==> src/rtl/sevseg_scheduler.sv <==
// Round-robin bus master that time-shares one 7-segment display core between NUM_SRC producers,
// issuing single-cycle slot writes to the data (0x01) and config (0x00) registers.
module sevseg_scheduler #(
  parameter int NUM_SRC      = 4,
  parameter int DWELL_WIDTH  = 27,
  parameter int DWELL_CYCLES = 100000000,
  localparam int SrcW        = (NUM_SRC > 1) ? $clog2(NUM_SRC) : 1
) (
  input  logic                    clock,
  input  logic                    reset,
  input  logic [NUM_SRC-1:0]      src_valid,
  input  logic [32*NUM_SRC-1:0]   src_value,
  input  logic                    hold_en,
  output logic                    cs,
  output logic                    write,
  output logic                    read,
  output logic [4:0]              address,
  output logic [31:0]             wr_data,
  output logic [SrcW-1:0]         cur_src,
  output logic                    active
);

  typedef enum logic [2:0] {
    S_IDLE    = 3'd0,
    S_WR_DATA = 3'd1,
    S_WR_CFG  = 3'd2,
    S_DWELL   = 3'd3,
    S_BLANK   = 3'd4
  } state_e;

  state_e                 state_q, state_d;
  logic [SrcW-1:0]        rr_ptr_q, rr_ptr_d;
  logic [SrcW-1:0]        cur_src_q, cur_src_d;
  logic                   disp_on_q, disp_on_d;
  logic [31:0]            last_val_q, last_val_d;
  logic [DWELL_WIDTH-1:0] dwell_cnt_q, dwell_cnt_d;
  logic                   cs_q, cs_d;
  logic                   write_q, write_d;
  logic                   read_q, read_d;
  logic [4:0]             address_q, address_d;
  logic [31:0]            wr_data_q, wr_data_d;
  logic                   active_q, active_d;

  logic [31:0]            val_arr_s [NUM_SRC];
  logic                   sel_found_s;
  logic [SrcW-1:0]        sel_idx_s;
  logic [SrcW-1:0]        idx_s;
  int                     cand_s;
  logic                   expire_s;
  logic [DWELL_WIDTH-1:0] cnt_inc_s;
  logic [31:0]            cur_val_s;

  for (genvar g = 0; g < NUM_SRC; g++) begin : g_val
    assign val_arr_s[g] = src_value[32*g+31 : 32*g];
  end

  assign cur_val_s = val_arr_s[cur_src_q];
  assign expire_s  = (dwell_cnt_q == DWELL_WIDTH'(DWELL_CYCLES - 1));
  assign cnt_inc_s = expire_s ? '0 : dwell_cnt_q + DWELL_WIDTH'(1);

  // Round-robin pick: scan from rr_ptr+NUM_SRC down to rr_ptr+1 so the nearest valid index wins.
  always_comb begin
    sel_found_s = 1'b0;
    sel_idx_s   = rr_ptr_q;
    cand_s      = 0;
    idx_s       = '0;
    for (int k = NUM_SRC; k >= 1; k--) begin
      cand_s      = int'(rr_ptr_q) + k;
      cand_s      = (cand_s >= NUM_SRC) ? cand_s - NUM_SRC : cand_s;
      idx_s       = SrcW'(cand_s);
      sel_found_s = sel_found_s | src_valid[idx_s];
      sel_idx_s   = src_valid[idx_s] ? idx_s : sel_idx_s;
    end
  end

  // State and output registers; reset aborts any transaction in flight.
  always_ff @(posedge clock) begin
    if (reset) begin
      state_q     <= S_IDLE;
      rr_ptr_q    <= SrcW'(NUM_SRC - 1);
      cur_src_q   <= '0;
      disp_on_q   <= 1'b0;
      last_val_q  <= 32'h0;
      dwell_cnt_q <= '0;
      cs_q        <= 1'b0;
      write_q     <= 1'b0;
      read_q      <= 1'b0;
      address_q   <= 5'h00;
      wr_data_q   <= 32'h0;
      active_q    <= 1'b0;
    end else begin
      state_q     <= state_d;
      rr_ptr_q    <= rr_ptr_d;
      cur_src_q   <= cur_src_d;
      disp_on_q   <= disp_on_d;
      last_val_q  <= last_val_d;
      dwell_cnt_q <= dwell_cnt_d;
      cs_q        <= cs_d;
      write_q     <= write_d;
      read_q      <= read_d;
      address_q   <= address_d;
      wr_data_q   <= wr_data_d;
      active_q    <= active_d;
    end
  end

  // Next-state logic; the dwell counter runs in every non-idle state so refreshes do not stretch a slot.
  always_comb begin
    state_d     = state_q;
    rr_ptr_d    = rr_ptr_q;
    cur_src_d   = cur_src_q;
    disp_on_d   = disp_on_q;
    last_val_d  = last_val_q;
    dwell_cnt_d = dwell_cnt_q;
    case (state_q)
      S_IDLE: begin
        dwell_cnt_d = '0;
        if (sel_found_s) begin
          state_d    = S_WR_DATA;
          cur_src_d  = sel_idx_s;
          rr_ptr_d   = sel_idx_s;
          last_val_d = val_arr_s[sel_idx_s];
        end else if (disp_on_q) begin
          state_d = S_BLANK;
        end else begin
          state_d = S_IDLE;
        end
      end
      S_WR_DATA: begin
        dwell_cnt_d = cnt_inc_s;
        state_d     = disp_on_q ? S_DWELL : S_WR_CFG;
      end
      S_WR_CFG: begin
        dwell_cnt_d = cnt_inc_s;
        disp_on_d   = 1'b1;
        state_d     = S_DWELL;
      end
      S_DWELL: begin
        if (!src_valid[cur_src_q]) begin
          state_d     = S_IDLE;
          dwell_cnt_d = '0;
        end else if (cur_val_s != last_val_q) begin
          state_d     = S_WR_DATA;
          last_val_d  = cur_val_s;
          dwell_cnt_d = cnt_inc_s;
        end else if (expire_s && !hold_en) begin
          state_d     = S_IDLE;
          dwell_cnt_d = '0;
        end else begin
          state_d     = S_DWELL;
          dwell_cnt_d = cnt_inc_s;
        end
      end
      S_BLANK: begin
        disp_on_d   = 1'b0;
        dwell_cnt_d = '0;
        state_d     = S_IDLE;
      end
      default: begin
        state_d     = S_IDLE;
        dwell_cnt_d = '0;
      end
    endcase
  end

  // Bus outputs are decoded from the state being entered so each strobe lands in that state's cycle.
  always_comb begin
    cs_d      = 1'b0;
    write_d   = 1'b0;
    read_d    = 1'b0;
    address_d = address_q;
    wr_data_d = wr_data_q;
    active_d  = active_q;
    case (state_d)
      S_WR_DATA: begin
        cs_d      = 1'b1;
        write_d   = 1'b1;
        address_d = 5'h01;
        wr_data_d = last_val_d;
      end
      S_WR_CFG: begin
        cs_d      = 1'b1;
        write_d   = 1'b1;
        address_d = 5'h00;
        wr_data_d = 32'h1;
        active_d  = 1'b1;
      end
      S_BLANK: begin
        cs_d      = 1'b1;
        write_d   = 1'b1;
        address_d = 5'h00;
        wr_data_d = 32'h0;
        active_d  = 1'b0;
      end
      default: begin
        cs_d    = 1'b0;
        write_d = 1'b0;
      end
    endcase
  end

  assign cs      = cs_q;
  assign write   = write_q;
  assign read    = read_q;
  assign address = address_q;
  assign wr_data = wr_data_q;
  assign cur_src = cur_src_q;
  assign active  = active_q;

endmodule

==> config.mk <==
export PLATFORM = sky130hd
export DESIGN_NAME = sevseg_scheduler
export DESIGN_NICKNAME = d
export VERILOG_FILES = /design/src/rtl/sevseg_scheduler.sv
export SDC_FILE = /design/constraint.sdc
export NUM_CORES = 1
export LEC_CHECK = 0
export ABC_CLOCK_PERIOD_IN_PS = 2500
export BUFFER_PORTS_ARGS = -buffer_cell sky130_fd_sc_hd__buf_2
export CORE_MARGIN = 2
export CORE_UTILIZATION = 25
export CTS_CLUSTER_DIAMETER = 30
export CTS_CLUSTER_SIZE = 10
export DETAILED_ROUTE_END_ITERATION = 8
export PLACE_DENSITY = 0.55
export SYNTH_ARGS = -nofsm -noshare
export SYNTH_HDL_FRONTEND = slang
export SYNTH_SLANG_ARGS = --single-unit
==> constraint.sdc <==
create_clock -name clock -period 2.5 [get_ports clock]
set_input_delay 0.25 -clock clock [delete_from_list [all_inputs] [get_ports clock]]
set_output_delay 0.25 -clock clock [all_outputs]
set_load 0.03 [all_outputs]
==> impl_metrics.py <==
metrics = {
    "logic_synthesis": {
        "ys_types": 42,
        "synth_seq_area_share_pct": 33.31,
        "synth_area_um2": 6131,
        "synthArstFlopShare_pct": 0,
        "synth_warnings": 0,
        "synth-seq-cells": 102,
        "synth_edf_count": 0,
        "dominantRegCellSynth": "dfxtp_1",
        "syn_area_per_cell_um2": 10.29,
        "synth_cells": 596,
    },
    "grt": {
        "grt_pass1_wl_um": 29940,
        "grt_pass1_vias": 5383,
        "grtUsageTotal_pct": 14.93,
        "grt_overflow": 0,
        "antenna_found_initial": 6,
        "grt_max_degree": 40,
    },
    "sta": {
        "final_hold_viol_count": 0,
        "slew_violations": 0,
        "tns_ps": -24120,
        "setup_viol_count_final": 68,
        "timing.fmax_ghz": 0.3406,
        "finClkSkew_ps": 19.19,
        "setup_ws_ps": -436.1,
        "rsz0062_at_grt": "yes",
        "fin_hold_ws_ps": 311.2,
        "final.period_utilization_pct": 117.4,
        "period_needed_ps": 2936,
    },
    "clock_tree": {
        "cts_inserted_buffers": 9,
        "cts-root-buf": "clkbuf_16",
        "cts.sinks": 102,
        "htree_levels": 3,
        "tritoncts": "done",
        "clockBufferDepth": 2,
        "clkLatencyLatePin_ps": 380,
        "path_clk_slew_ps": 90,
    },
    "min_path": {
        "min_path_cells": 2,
        "hold_class": "in -> reg",
    },
    "critical_path": {
        "critPathSlowestCell": "mux4_2",
        "critPathLaunchType": "flop",
        "path_cells": "clkbuf_16, buf_4, mux4_2, xor2_1, nor4_1, nand4_1, buf_4, o21ai_4, buf_12, clkbuf_16, nand3_1, a21oi_1",
        "cp.required_ps": 2800,
        "max_stage_delay_ps": 550,
        "arrival_ps": 3230,
        "cp_max_fo": 10,
        "reg2regPathDepth": 12,
        "path_class": "reg -> reg",
        "endpoint_kind": "flop",
    },
    "pwr": {
        "p_leak_nw": 3.221,
        "powerDensity_nw_per_um2": 757.2,
        "total_power_mw": 6.303,
        "worst_ir_drop_vdd_v": 0.0003352,
    },
    "floorplanning": {
        "dieArea_um2": 25790,
        "start_util_pct": 25.36,
        "die_w_um": 160.6,
        "ios": 178,
        "die_h_um": 160.6,
        "core_um2": 24180,
        "rows": 57,
    },
    "final_layout": {
        "fin_nets": 930,
        "mostFrequentLayoutCell": "buf_2",
        "final_util_pct": 34.43,
        "fin_area_um2": 8324,
        "stdcell_count": 1124,
        "layout_common_cells": "buf_2 (172), dfxtp_1 (100), mux4_2 (65)",
        "syn_to_final_growth_pct": 35.78,
        "drive_above_1_share_pct": 47.18,
    },
    "detailed_routing": {
        "vias": 5620,
        "ant_nets": 0,
        "wl_per_cell_um": 17.94,
        "dr.pass1.iters": 4,
        "dr.first_iter.drc_count": 284,
        "via_per_inst": 5.000,
        "drc": 0,
        "routed_wl_um": 20160,
    },
    "outcome": {
        "violations": "negative setup slack",
        "status": "finished, violations left",
    },
    "job": {
        "maxCapViolCount": 0,
    },
    "placement": {
        "gp_congestion": 0.8111,
        "portBuffers": 172,
        "post-place-ws_ps": -448.0,
        "hpwl_um": 14620,
        "dpl_cell_area_um2": 7655,
        "placed_cells": 1093,
    },
}
## routing by layer
layer | global-route usage, % | share of wire (%) | vias up
li1 | - | - | 2654
met1 | 20.26 | 45 | 2744
met2 | 23.55 | 47 | 187
met3 | 4.132 | 6.6 | 27
met4 | 3.767 | 1.5 | 8
met5 | 0 | 0.23 | -
## cells in the mapped netlist (all sizes together) (2+ instances only)
cell type / number / area [µm²]
a21oi: 62 / 310.3
a221oi: 3 / 26.28
a22oi: 31 / 357.8
a31oi: 3 / 18.77
a32oi: 2 / 17.52
and2: 2 / 12.51
and3: 7 / 43.79
buf: 24 / 195.2
clkbuf: 29 / 108.9
dfxtp: 102 / 2042
inv: 6 / 22.52
mux4: 65 / 1464
nand2: 22 / 82.58
nand2b: 3 / 18.77
nand3: 69 / 345.3
nand3b: 2 / 15.01
nand4: 10 / 62.56
nor2: 44 / 165.2
nor2b: 3 / 18.77
nor3: 4 / 20.02
nor4: 10 / 62.56
nor4b: 2 / 17.52
o21a: 2 / 15.01
o21ai: 16 / 80.08
o22ai: 5 / 31.28
or3: 4 / 25.02
xnor2: 9 / 78.83
xor2: 46 / 402.9
## path summary, 6_finish.rpt
check                          start                        end  slack [ps]
max          cur_src[0]$_SDFFE_PP0P_  last_val_q[15]$_SDFF_PP0_        -440
min                            reset      state_q[1]$_SDFF_PP0_         310
max reg2reg  cur_src[0]$_SDFFE_PP0P_  last_val_q[15]$_SDFF_PP0_        -440
min reg2reg  address[0]$_SDFFE_PP0P_    address[0]$_SDFFE_PP0P_         460
## kinds of logic after synthesis
family                   Yosys count  synth area share, %
AO/OA/AOI/OAI                    128                14.47
other                              1              0.06117
XOR/XNOR                          55                7.857
buffers and inverters             59                5.326
AND/OR/NAND/NOR                  185                14.90
flip-flops                       102                33.31
multiplexers                      65                23.88
adder cells (fa/ha/maj)            1               0.2040
## sequential cells by signal, summed over array words and instances, names as in the netlist
register	count
last_val_q	32
state_q	3
disp_on_q	1
rr_ptr_q	2
write	1
cur_src	2
active	1
dwell_cnt_q	27
wr_data	32
address	1
## layout make-up
type                            count  area (µm²)
Clock inverter                      7       90.09
Multi-Input combinational cell    439        3963
Sequential cell                   102        2047
Clock buffer                        9       225.2
Inverter                            6       22.52
Timing Repair Buffer              236        1569
Antenna cell                        1       2.502
Fill cell                        2466       15850
Tap cell                          324       405.4
## power breakdown
| group | internal, mW | total (mW) | leakage [nW] | switching (mW) |
|---|---|---|---|---|
| sequential | 1.86 | 2.03 | 0.837 | 0.169 |
| clock | 0.798 | 1.53 | 0.147 | 0.727 |
| combinational | 1.25 | 2.74 | 2.24 | 1.49 |
## critical path: cells and delay by family (launching register included)
family                 cells  cell delay [ps]
XOR/XNOR                   1              170
AO/OA/AOI/OAI              2              340
AND/OR/NAND/NOR            3              540
flip-flops                 1              410
multiplexers               1              550
buffers and inverters      5              840
## repair_timing
item / CTS / global route
hold buffers: 0 / 0
endpoints found under the setup margin: 68 / 68
gates resized for setup: 9 / 28
pin swaps: 3 / 36
cloned: 0 / 6
setup buffers: 2 / 6
No activity file was read; power rests on OpenSTA's default activity.
